<file path="config.mk">
export PLATFORM = sky130hd
export DESIGN_NAME = adder_chunked_seq_flat
export DESIGN_NICKNAME = d
export VERILOG_FILES = /design/src/rtl/adder_chunked_seq_if.sv /design/src/rtl/adder_chunked_seq.sv /design/src/flat_wrapper.sv
export SDC_FILE = /design/constraint.sdc
export NUM_CORES = 1
export LEC_CHECK = 0
export CAP_MARGIN = 20
export CORE_UTILIZATION = 55
export DETAILED_ROUTE_END_ITERATION = 10
export PLACE_DENSITY_LB_ADDON = 0.05
export SYNTH_ARGS = -nofsm -noshare
export SYNTH_HDL_FRONTEND = slang
export SYNTH_SLANG_ARGS = --single-unit
</file>
<file path="constraint.sdc">
create_clock -name clk -period 4.3 [get_ports clk]
set_input_delay 0.86 -clock clk [delete_from_list [all_inputs] [get_ports clk]]
set_output_delay 0.86 -clock clk [all_outputs]
set_load 0.1 [all_outputs]
</file>
<file path="src/rtl/adder_chunked_seq_if.sv">
// ---------------------------------------------------------------------------
// adder_chunked_seq_if
//   Request/response bundle for the chunked multi-cycle adder/subtractor.
//   master : requester (drives start/a/b/cin/sub, observes results)
//   slave  : adder     (observes the request, drives busy/done/sum/cout/ovf)
//   start  - request, taken only when the adder is idle or finishing
//   a, b   - operands, sampled with start
//   cin    - carry-in for addition (ignored when subtracting)
//   sub    - 0: a+b+cin, 1: a-b
//   busy   - operation in progress
//   done   - one-cycle pulse when results become valid
//   sum    - WIDTH-bit result
//   cout   - carry out of the MSB (subtraction: 1 = no borrow)
//   ovf    - two's-complement signed overflow
// ---------------------------------------------------------------------------
interface adder_chunked_seq_if #(
  parameter int WIDTH = 16
);
  logic             start;
  logic [WIDTH-1:0] a;
  logic [WIDTH-1:0] b;
  logic             cin;
  logic             sub;
  logic             busy;
  logic             done;
  logic [WIDTH-1:0] sum;
  logic             cout;
  logic             ovf;

  modport master (
    output start, a, b, cin, sub,
    input  busy, done, sum, cout, ovf
  );

  modport slave (
    input  start, a, b, cin, sub,
    output busy, done, sum, cout, ovf
  );
endinterface

</file>
<file path="src/rtl/adder_chunked_seq.sv">
// ---------------------------------------------------------------------------
// adder_chunked_seq
//   Multi-cycle adder/subtractor: adds two WIDTH-bit operands CHUNK bits per
//   clock, rippling the carry through a register between chunks. One
//   operation takes WIDTH/CHUNK cycles in RUN plus one DONE cycle.
//   clk   - rising-edge clock
//   rst_n - asynchronous active-low reset
//   bus   - adder_chunked_seq_if slave port (start/a/b/cin/sub in,
//           busy/done/sum/cout/ovf out)
// ---------------------------------------------------------------------------
module adder_chunked_seq #(
  parameter int WIDTH = 16,
  parameter int CHUNK = 4
) (
  input  logic                clk,
  input  logic                rst_n,
  adder_chunked_seq_if.slave  bus
);

  localparam int NCH  = WIDTH / CHUNK;
  localparam int IDXW = (NCH > 1) ? $clog2(NCH) : 1;
  localparam int BW   = (WIDTH > 1) ? $clog2(WIDTH) : 1;

  typedef enum logic [1:0] {
    IDLE = 2'd0,
    RUN  = 2'd1,
    DONE = 2'd2
  } state_t;

  state_t            state_q, state_d;
  logic [WIDTH-1:0]  a_q, b_q, sum_q;
  logic [IDXW-1:0]   idx_q;
  logic              carry_q, cout_q, ovf_q;

  logic              load, step, last;
  logic [BW-1:0]     base;
  logic [CHUNK-1:0]  a_chunk, b_chunk;
  logic [CHUNK:0]    add_res;
  logic              ovf_c;

  // Chunk datapath: one CHUNK-bit slice plus the registered carry.
  always_comb begin
    // NOTE: every combinational output gets a default first so no path
    // leaves it unassigned (which would infer a latch).
    base    = BW'(idx_q) * BW'(CHUNK);
    a_chunk = a_q[base +: CHUNK];
    b_chunk = b_q[base +: CHUNK];
    add_res = {1'b0, a_chunk} + {1'b0, b_chunk} + {{CHUNK{1'b0}}, carry_q};
    last    = (idx_q == IDXW'(NCH - 1));
    // Carry into the MSB is recovered from the MSB sum bit (s = a ^ b ^ c),
    // which works for any CHUNK including 1.
    ovf_c   = a_chunk[CHUNK-1] ^ b_chunk[CHUNK-1] ^ add_res[CHUNK-1] ^ add_res[CHUNK];
  end

  // Next-state and control decode.
  always_comb begin
    state_d = state_q;
    load    = 1'b0;
    step    = 1'b0;
    unique case (state_q)
      IDLE: begin
        if (bus.start) begin
          load    = 1'b1;
          state_d = RUN;
        end
      end
      RUN: begin
        step = 1'b1;
        if (last) state_d = DONE;
      end
      DONE: begin
        if (bus.start) begin
          load    = 1'b1;
          state_d = RUN;
        end else begin
          state_d = IDLE;
        end
      end
      default: state_d = IDLE;
    endcase
  end

  always_ff @(posedge clk or negedge rst_n) begin
    if (!rst_n) begin
      state_q <= IDLE;
    end else begin
      // NOTE: sequential state uses non-blocking assignments so every
      // register samples pre-edge values regardless of statement order.
      state_q <= state_d;
    end
  end

  always_ff @(posedge clk or negedge rst_n) begin
    if (!rst_n) begin
      // NOTE: the operand registers are reset too; they are small and a
      // known value keeps post-reset behaviour deterministic.
      a_q     <= '0;
      b_q     <= '0;
      sum_q   <= '0;
      idx_q   <= '0;
      carry_q <= 1'b0;
      cout_q  <= 1'b0;
      ovf_q   <= 1'b0;
    end else if (load) begin
      a_q     <= bus.a;
      // Subtraction is a + ~b + 1: invert b here and seed the carry with 1.
      b_q     <= bus.sub ? ~bus.b : bus.b;
      carry_q <= bus.sub ? 1'b1 : bus.cin;
      idx_q   <= '0;
      sum_q   <= '0;
    end else if (step) begin
      sum_q[base +: CHUNK] <= add_res[CHUNK-1:0];
      carry_q              <= add_res[CHUNK];
      if (last) begin
        cout_q <= add_res[CHUNK];
        ovf_q  <= ovf_c;
      end else begin
        idx_q <= idx_q + IDXW'(1);
      end
    end
  end

  assign bus.busy = (state_q == RUN);
  assign bus.done = (state_q == DONE);
  assign bus.sum  = sum_q;
  assign bus.cout = cout_q;
  assign bus.ovf  = ovf_q;

endmodule

</file>
<file path="src/flat_wrapper.sv">
// flat-port wrapper written by rule: the top's interface ports become plain ports
module adder_chunked_seq_flat 
#(
  parameter int WIDTH = 16,
  parameter int CHUNK = 4
)
  (clk, rst_n, bus_start, bus_a, bus_b, bus_cin, bus_sub, bus_busy, bus_done, bus_sum, bus_cout, bus_ovf);
  adder_chunked_seq_if #(.WIDTH(WIDTH)) bus_i ();
  input  logic clk;
  input  logic rst_n;
  input wire logic [$bits(bus_i.start)-1:0] bus_start;
  input wire logic [$bits(bus_i.a)-1:0] bus_a;
  input wire logic [$bits(bus_i.b)-1:0] bus_b;
  input wire logic [$bits(bus_i.cin)-1:0] bus_cin;
  input wire logic [$bits(bus_i.sub)-1:0] bus_sub;
  output wire logic [$bits(bus_i.busy)-1:0] bus_busy;
  output wire logic [$bits(bus_i.done)-1:0] bus_done;
  output wire logic [$bits(bus_i.sum)-1:0] bus_sum;
  output wire logic [$bits(bus_i.cout)-1:0] bus_cout;
  output wire logic [$bits(bus_i.ovf)-1:0] bus_ovf;
  assign bus_i.start = bus_start;
  assign bus_i.a = bus_a;
  assign bus_i.b = bus_b;
  assign bus_i.cin = bus_cin;
  assign bus_i.sub = bus_sub;
  assign bus_busy = bus_i.busy;
  assign bus_done = bus_i.done;
  assign bus_sum = bus_i.sum;
  assign bus_cout = bus_i.cout;
  assign bus_ovf = bus_i.ovf;
  adder_chunked_seq #(.WIDTH(WIDTH), .CHUNK(CHUNK)) u_core (.clk(clk), .rst_n(rst_n), .bus(bus_i));
endmodule
</file>
==> impl_results.md, run 1 <==
- Starting density of the core: 0.572
- Number of antenna violations at the first check in global routing: 0
- Number of sinks handled by clock tree synthesis: 55
- Area of the die: between 5000 and 6000 µm²
- Start of the worst register-to-register path: u_core.idx_q[0]
- Total negative slack for setup checks: 0 ps
- Sequential cell area fraction in the yosys report: 0.509
- Via density: between 5 and 6
- P&R area growth vs syn: 23.9%
- Data arrival time of the worst path: 2360 ps
- Count of final max-slew check failures: 0
- Final worst path period share: 0.749
- DIE HEIGHT: 72.1 µm
- Total power divided by cell area: 821 nW/µm²
- Top library cells by usage in the layout, fill and taps aside: nand2_1, clkdlybuf4s50_1, dfrtp_1
- Synthesis Warnings: 0
- Hold buffer count at cts: 0
- Floorplan Core Area: between 4000 and 5000 µm²
- Dpl cells: 365
- Synthesized instance count: between 200 and 300
- Post-synthesis sequential element count: 55
- Max-slew headroom at the worst pin: 0.349
- TritonCTS clock tree: done
- Core Util, Final: 0.709
- Antenna Cells: 0
- H-Tree Level Count: 2
- Post-Synthesis Mean Instance Area: about 11 µm²
- Cell count of the worst reg-to-reg path: 6
- Status: finished clean
- Total nets after synthesis: 300
- Via count of the first global-routing pass: about 1.9k
- Biggest area contributors in the synthesized netlist: dfrtp_1, nand2_1, xnor2_1
- Routability cong.: 0.858
- Tightest Pin Transition: approximately 970 ps
- Max Buffers Root-to-Sink: 2
- Unrepaired setup endpoints after global routing: no
- DRC violation count after routing: 0
- Worst reg2reg endpoint: u_core.bus.sum[7]
- Number of placement rows: 25
- Net count reported at finish: around 350
- Share of cells above drive strength 1: 0.0691
- Hold Violations, Final: 0
- Fill cell count: approximately 360
- Quantity of gates resized following cts: 0
- Tmin final: about 3200 ps
- Half-perimeter wire length of the detailed placement result: approximately 3.7 mm
- Maximum frequency from static timing analysis: roughly 310 MHz
- Post-route clock skew: between 5 and 6 ps
- Critical Setup Path Class: flop to primary output
- Max stage delay on crit path: approximately 1200 ps
- Final setup violating endpoints: 0
- Yosys top cell area share: 0.509
- Residual overflow from global routing: 0
- Routed len/inst: ~13 µm
- Worst hold path type: primary input to async pin
- Total leakage power: about 0.0015 µW
- Root buffer cell: clkbuf_8
- Biggest area consumer among synthesized cells: dfrtp_1
- Remaining number of nets flagged by the antenna check after routing: 0
- Maximum number of pins on one net before global-route repair: between 50 and 60
- Total via count in the routed design: a little under 2k
- Number of maximum-capacitance violations: 0
- Wirelength, routed: approximately 5.0 mm
- First-pass GRT wire length: about 8.7 mm
- Number of search-and-repair iterations in the first detailed-routing pass: 6
- DRC violation total after the first TritonRoute iteration: 85
- Worst reg-to-reg setup slack: 1430 ps
- Nature of the critical path endpoint: primary output
- Synthesized cell area: about 2700 µm²
- Series of cell instances along the critical path: nand2b_1 -> inv_2 -> clkdlybuf4s50_1
- Max IR drop VDD: 0.000356 V
- Clock insertion delay at the later pin of the skew report: around 310 ps
- Final hold slack: around 330 ps
- Nature of the critical path startpoint: flop
- Total of buffers placed on input and output ports: 56
- Commonest non-fill, non-tap cell in the layout: nand2_1
- Overall Global Routing Usage: 0.221
- Data required time of the critical path: 3440 ps
- I/O pin cnt: 57
- Post CTS Setup Buffer Count: 0
- Number of buffers created by CTS: 5
- Horizontal die dimension: roughly 70 µm
- Clock Pin Slew Worst Setup and Hold Paths: 90 ps
- Biggest fanout along the worst timing path: 8
- Netlist cell types: 34
- Non-filler cells in the finished layout: 371
- Cell type of the slowest stage on the worst timing path: clkdlybuf4s50_1
report_power, final:
part,internal [µW],total [µW],switching (µW)
clock network,109,266,156
logic,562,1600,1030
registers,726,887,161
critical path: cells and delay by family, from the launching register on:
family	cells	cell delay, ps
buf+inv	2	1330
flops	1	390
simple gates	1	330
cell families (layout without fill, tap and decap cells):
logic type,after synthesis,in the layout,share of synthesized area
and+or+nand+nor,94,94,0.157
DFF,55,55,0.509
AOI/OAI and AO/OA,47,47,0.114
buffers and inverters,22,72,0.0412
xor gates and xnor gates,19,19,0.0615
adders and majority gates,9,9,0.0472
muxes,8,8,0.0694
stage by stage:
step	total power [µW]	setup slack, ps	cell area, µm²
2_1_floorplan	2130	1840	2700
3_3_place_gp	2460	1460	3280
3_5_place_dp	2510	1410	3280
4_1_cts	2770	1080	3350
5_1_grt	2940	999	3350
6_report	2750	1080	3350
worst max path at each step:
stage | slack [ps] | from | cells past startpoint | to
floorplan | 1840 | u_core.idx_q[0] | 9 | u_core.bus.ovf
finish | 1080 | u_core.state_q[1] | 3 | bus_busy
global placement | 1460 | u_core.state_q[1] | 3 | bus_busy
detailed placement | 1410 | u_core.idx_q[0] | 6 | u_core.bus.sum[7]
global route | 1000 | u_core.state_q[1] | 3 | bus_busy
CTS | 1080 | u_core.state_q[1] | 3 | bus_busy
per-layer routing:
layer  routed length, µm  track usage
met1                2360        0.289
met2                2370        0.368
met3                 179       0.0431
met4                  89       0.0828
met5                   0            0
flip-flops by register name, indices dropped and copies added, names as in the netlist:
signal and count:
u_core.idx_q 2, u_core.bus.ovf 1, u_core.carry_q 1, u_core.bus.cout 1, u_core.a_q 16, u_core.b_q 16, u_core.bus.sum 16, u_core.state_q 2
area by class of cell:
type	count	area, µm²	area share
tap	67	83.8	0.0250
multi-input combinational	177	1220	0.363
timing repair buffer	58	571	0.170
clock buffer	6	72.6	0.0217
sequential	55	1380	0.411
inverter	8	30.0	0.00897
Yosys cell counts:
| master | instances |
|---|---|
| nand2_1 | 74 |
| dfrtp_1 | 55 |
| o21ai_0 | 22 |
| xnor2_1 | 18 |
| a22o_1 | 8 |
| buf_2 | 8 |
| nor2_1 | 8 |
| ha_1 | 7 |
| inv_1 | 7 |
| mux4_2 | 6 |
| a21oi_1 | 5 |
| a22oi_1 | 3 |
| a32o_1 | 3 |
| clkbuf_1 | 3 |
| nand2b_1 | 3 |
| and2b_1 | 2 |
| buf_6 | 2 |
| fa_1 | 2 |
| mux4_1 | 2 |
| o211ai_1 | 2 |
| a211oi_2 | 1 |
| buf_4 | 1 |
| inv_2 | 1 |
| nand2_4 | 1 |
| nand3_1 | 1 |
| nand3b_1 | 1 |
| nor3_2 | 1 |
| nor3_4 | 1 |
| nor4_2 | 1 |
| nor4_4 | 1 |
| o21a_1 | 1 |
| o21bai_1 | 1 |
| o2bb2ai_1 | 1 |
| xor2_1 | 1 |
Note: power is estimated with default switching activity, not from simulation.
==> run 2, diff against run 1 <==
- CORE_UTILIZATION: 55 -> 51
- clock period: 4.3 -> 3.2 ns (I/O delays scaled with it)
==> impl_results.md, run 2 (synthesis results as in run 1) <==
- Highest Signal Layer: met4
- DRC violation count after routing: 0
- DIE HEIGHT: about 75 µm
- Number of sinks handled by clock tree synthesis: 55
- Fill cell count: ~430
- Cell type of the slowest stage on the worst timing path: dfrtp_1
- Quantity of gates resized following cts: 0
- FF/Latch Area: 1380 µm²
- Metal-1 WL: around 2.4 mm
- I/O pin cnt: 57
- Routed len/inst: 13.9 µm
- Data required time of the critical path: about 3400 ps
- Min setup slack post-route: between 500 and 600 ps
- Tmin final: ~2700 ps
- Tightest Pin Transition: approximately 700 ps
- Post-route clock skew: between 6 and 7 ps
- Unrepaired setup endpoints after global routing: no
- Nature of the critical path startpoint: flop
- Net count reported at finish: ~350
- Half-perimeter wire length of the detailed placement result: around 3.8 mm
- Total via count in the routed design: 1,924
- Total of buffers placed on input and output ports: 56
- Overall Global Routing Usage: 0.203
- Max IR drop VDD: between 0.0007 and 0.0008 V
- Share of cells above drive strength 1: 0.149
- Number of placement rows: 26
- Worst hold path type: primary input to async pin
- Hold Violations, Final: 0
- Nature of the critical path endpoint: flop
- Antenna Cells: 0
- Number of antenna violations at the first check in global routing: 0
- Met2 wirelength from detailed routing: 2.63 mm
- Number of maximum-capacitance violations: 0
- Worst reg-to-reg setup slack: just over 500 ps
- Number of search-and-repair iterations in the first detailed-routing pass: 4
- Core Util, Final: 0.654
- Wirelength, routed: approximately 5.3 mm
- Dpl cells: 371
- Max-slew headroom at the worst pin: 0.546
- Number of buffers created by CTS: 5
- Via density: ~5.1
- Worst reg2reg endpoint: u_core.bus.sum[7]
- Biggest fanout along the worst timing path: 10
- H-Tree Level Count: 2
- P&R area growth vs syn: 23.6%
- Residual overflow from global routing: 0
- Count of final max-slew check failures: 0
- Final worst path period share: 0.843
- Root buffer cell: clkbuf_8
- Clock insertion delay at the later pin of the skew report: ~300 ps
- Via count of the first global-routing pass: between 1.5k and 2k
- Data arrival time of the worst path: between 2000 and 3000 ps
- Worst slack at placement: ~520 ps
- Routability cong.: about 0.8
- Commonest non-fill, non-tap cell in the layout: nand2_1
- Total negative slack for setup checks: 0 ps
- Floorplan Core Area: 5110 µm²
- First-pass GRT wire length: 8.50 mm
- Starting density of the core: 0.529
- Post CTS Setup Buffer Count: 0
- DRC violation total after the first TritonRoute iteration: 97
- TritonCTS clock tree: done
- Cell count of the worst reg-to-reg path: 6
- Top library cells by usage in the layout, fill and taps aside: nand2_1, dfrtp_1, clkdlybuf4s50_1
- Non-filler cells in the finished layout: approximately 380
- Multi-input gate area in the final layout: ~1200 µm²
- Remaining number of nets flagged by the antenna check after routing: 0
- Maximum frequency from static timing analysis: around 370 MHz
- Series of cell instances along the critical path: mux4_2 -> fa_1 -> a211oi_2 -> o21bai_1 -> o21a_1 -> a32o_1
- Total leakage power: between 0.0015 and 0.002 µW
- Total power divided by cell area: about 1100 nW/µm²
- Routed length on met3: 158 µm
- Final setup violating endpoints: 0
- Area of the die: roughly 5600 µm²
- Horizontal die dimension: between 70 and 80 µm
- Start of the worst register-to-register path: u_core.idx_q[0]
- Max stage delay on crit path: approximately 700 ps
- Hold buffer count at cts: 0
- Critical Setup Path Class: flop to flop
- Clock Pin Slew Worst Setup and Hold Paths: around 100 ps
- Max Buffers Root-to-Sink: 2
- Status: finished clean
- Maximum number of pins on one net before global-route repair: between 50 and 60
## run 2: cell count changes in the layout (fill, tap and decap cells not counted)
cell,delta
buf_4,+23
clkdlybuf4s50_1,-20
clkbuf_1,-1
clkbuf_8,+1
clkinv_2,+1
## run 2: worst max-delay path: cells and delay by family, from the launching register on
family / cells / cell delay, ps
AOI/OAI and AO/OA: 4 / 840
muxes: 1 / 610
DFF: 1 / 700
adders and majority gates: 1 / 440
## run 2: how the worst max path moves through the flow
stage / from / end / depth (start not counted)
finish: u_core.idx_q[0] / u_core.bus.sum[7] / 6
global route: u_core.idx_q[0] / u_core.bus.sum[7] / 6
CTS: u_core.idx_q[0] / u_core.bus.sum[7] / 6
detailed placement: u_core.idx_q[0] / u_core.bus.ovf / 8
global placement: u_core.idx_q[0] / u_core.bus.ovf / 8
floorplan: u_core.idx_q[0] / u_core.bus.ovf / 9
## run 2: stage by stage
stage                     cell area (µm²)  power [µW]  hold slack [ps]
after global placement               3250        3310              456
after CTS                            3340        3740              481
final                                3340        3720              450
after global routing                 3340        3990              505
after floorplan                      2700        2860              344
after detailed placement             3250        3350              459
## run 2: report_power, final
group	leakage [µW]	internal [µW]	switching, µW
Clock	0.0000470	171	216
Combinational	0.000812	738	1410
Sequential	0.000707	976	207
## run 2: layout make-up
cell class | instances | share of cell area
multi-input combinational | 177 | 0.364
clock buffer | 6 | 0.0247
inverter | 8 | 0.00899
tap | 70 | 0.0262
timing repair buffer | 61 | 0.163
clock inverter | 1 | 0.00150
sequential | 55 | 0.412
## run 2: routing by layer
metal | vias to the layer above | track usage
met5 | - | 0
met3 | 4 | 0.0402
met2 | 44 | 0.331
met4 | 0 | 0.0482
li1 | 961 | -
met1 | 915 | 0.282
==> run 3, diff against run 2 <==
- clock period: 3.2 -> 2.77 ns (I/O delays scaled with it)
==> impl_results.md, run 3 (synthesis results as in run 1) <==
- Status: finished clean
- Final hold slack: between 300 and 400 ps
- Number of placement rows: 26
- Maximum frequency from static timing analysis: between 300 and 400 MHz
- Top library cells by usage in the layout, fill and taps aside: nand2_1, dfrtp_1, clkdlybuf4s50_1
- Total negative slack for setup checks: 0 ps
- I/O pin cnt: 57
- Clk pwr share: 0.127
- TritonCTS clock tree: done
- Share of cells above drive strength 1: 0.158
- DRC violation total after the first TritonRoute iteration: between 70 and 80
- Hold Violations, Final: 0
- Starting density of the core: 0.529
- Antenna Cells: 0
- DIE HEIGHT: 74.8 µm
- Max-slew headroom at the worst pin: 0.549
- DRC violation count after routing: 0
- Critical Setup Path Class: flop to flop
- Total via count in the routed design: roughly 1.9k
- Number of antenna violations at the first check in global routing: 0
- Worst hold path type: primary input to async pin
- Total leakage power: 0.00160 µW
- First-pass GRT wire length: slightly below 9 mm
- Unrepaired setup endpoints after global routing: no
- Clock insertion delay at the later pin of the skew report: slightly above 300 ps
- Half-perimeter wire length of the detailed placement result: ~4.0 mm
- Tightest Pin Transition: 677 ps
- Data required time of the critical path: around 3000 ps
- Worst path top cell family by delay: adder cells
- Tmin final: 2560 ps
- Final worst path period share: 0.925
- Quantity of gates resized following cts: 0
- Finished layout cell area: 3400 µm²
- Clock Pin Slew Worst Setup and Hold Paths: 100 ps
- Area of placed instances: approximately 3300 µm²
- Floorplan Core Area: between 5000 and 6000 µm²
- Portion of total power attributed to combinational logic: 0.564
- Via count of the first global-routing pass: between 1.5k and 2k
- Remaining number of nets flagged by the antenna check after routing: 0
- Net switching power: 2130 µW
- Max stage delay on crit path: ~610 ps
- Cell type of the slowest stage on the worst timing path: dfrtp_1
- Total of buffers placed on input and output ports: 56
- Area of the die: around 5600 µm²
- Series of cell instances along the critical path: mux4_2 -> fa_1 -> inv_1 -> fa_1 -> nand2b_1 -> o2bb2ai_1 -> xor2_1 -> o21ai_0
- Via density: ~5.1
- Nature of the critical path startpoint: flop
- Number of search-and-repair iterations in the first detailed-routing pass: 4
- Count of final max-slew check failures: 0
- Fraction of power spent switching nets: 0.482
- Sequential fraction of design power: 0.309
- Residual overflow from global routing: 0
- Wirelength, routed: ~5.3 mm
- P&R area growth vs syn: 25.8%
- Commonest non-fill, non-tap cell in the layout: nand2_1
- Data arrival time of the worst path: between 2000 and 3000 ps
- Total buffers and inverters traversed by the critical path: 1
- Final setup violating endpoints: 0
- Max IR drop VDD: approximately 0.00067 V
- Horizontal die dimension: 74.8 µm
- Number of buffers created by CTS: 5
- Number of sinks handled by clock tree synthesis: 55
- Post-route clock skew: roughly 4.6 ps
- Net count reported at finish: between 300 and 400
- Max Buffers Root-to-Sink: 2
- Internal Power: between 2000 and 2500 µW
- Nature of the critical path endpoint: flop
- Overall Global Routing Usage: 0.214
- Fill cell count: approximately 410
- H-Tree Level Count: 2
- Root buffer cell: clkbuf_8
- Cell repeated most along the worst path: fa_1
- Total power divided by cell area: between 1000 and 1500 nW/µm²
- Post CTS Setup Buffer Count: 0
- Biggest fanout along the worst timing path: 8
- Hold buffer count at cts: 0
- Routed len/inst: around 14 µm
- Routability cong.: ~0.81
- Number of maximum-capacitance violations: 0
- Maximum number of pins on one net before global-route repair: 56
run 3: cell count changes in the layout (fill, tap and decap cells not counted):
cell / before / now
inv_6: 0 / 1
clkinv_2: 1 / 0
buf_12: 0 / 1
bufinv_16: 0 / 1
buf_4: 25 / 26
run 3: worst paths after layout:
path                                 startpoint                 to  slack (ps)  cells past startpoint
worst max-delay path            u_core.idx_q[0]     u_core.bus.ovf         210                      8
worst min-delay path                      rst_n  u_core.bus.sum[0]         350                      2
worst max register to register  u_core.idx_q[0]     u_core.bus.ovf         210                      8
max in group asynchronous                 rst_n      u_core.b_q[1]        1960                      2
worst min register to register    u_core.a_q[8]      u_core.a_q[8]         490                      2
min in group clk                  u_core.a_q[8]      u_core.a_q[8]         490                      2
run 3: layout make-up:
cell class                      instances  area [µm²]  share of cell area
Timing Repair Buffer                   63         571               0.168
Sequential cell                        55        1380               0.405
Clock inverter                          2        38.8              0.0114
Inverter                                8        30.0             0.00883
Multi-Input combinational cell        177        1220               0.357
Tap cell                               70        87.6              0.0257
Clock buffer                            6        82.6              0.0243
run 3: power groups by stage:
stage | clock [µW] | combinational [µW] | sequential, µW
2_1_floorplan | 0 | 1510 | 1790
3_3_place_gp | 0 | 2460 | 1380
3_5_place_dp | 0 | 2500 | 1390
4_1_cts | 572 | 2510 | 1370
5_1_grt | 605 | 2730 | 1410
6_report | 562 | 2490 | 1370
run 3: stage by stage:
step / setup slack, ps / std cells / util / total power (µW)
6_report: 207 / 381 / 0.666 / 4420
5_1_grt: 53.4 / 381 / 0.666 / 4750
4_1_cts: 169 / 381 / 0.666 / 4460
3_5_place_dp: 201 / 373 / 0.642 / 3890
3_3_place_gp: 257 / 373 / 0.642 / 3840
2_1_floorplan: 310 / 254 / - / 3300
run 3: worst register-to-register path: cells and delay by family (launching register included):
| family | cells | cell delay, ps |
|---|---|---|
| adder cells (fa/ha/maj) | 2 | 640 |
| flip-flops | 1 | 610 |
| multiplexers | 1 | 580 |
| AO/OA/AOI/OAI | 2 | 250 |
| XOR/XNOR | 1 | 160 |
| AND/OR/NAND/NOR | 1 | 110 |
| buffers and inverters | 1 | 90 |
run 3: routing by layer:
metal  GRT usage  routed length, µm  vias up  part of all wire
met5           0                  0        -                 0
met4      0.0734                 88        0             0.017
met3      0.0402                183       10             0.035
met2       0.351               2730       52              0.52
met1       0.288               2300      910              0.43
li1            -                  -      966                 -
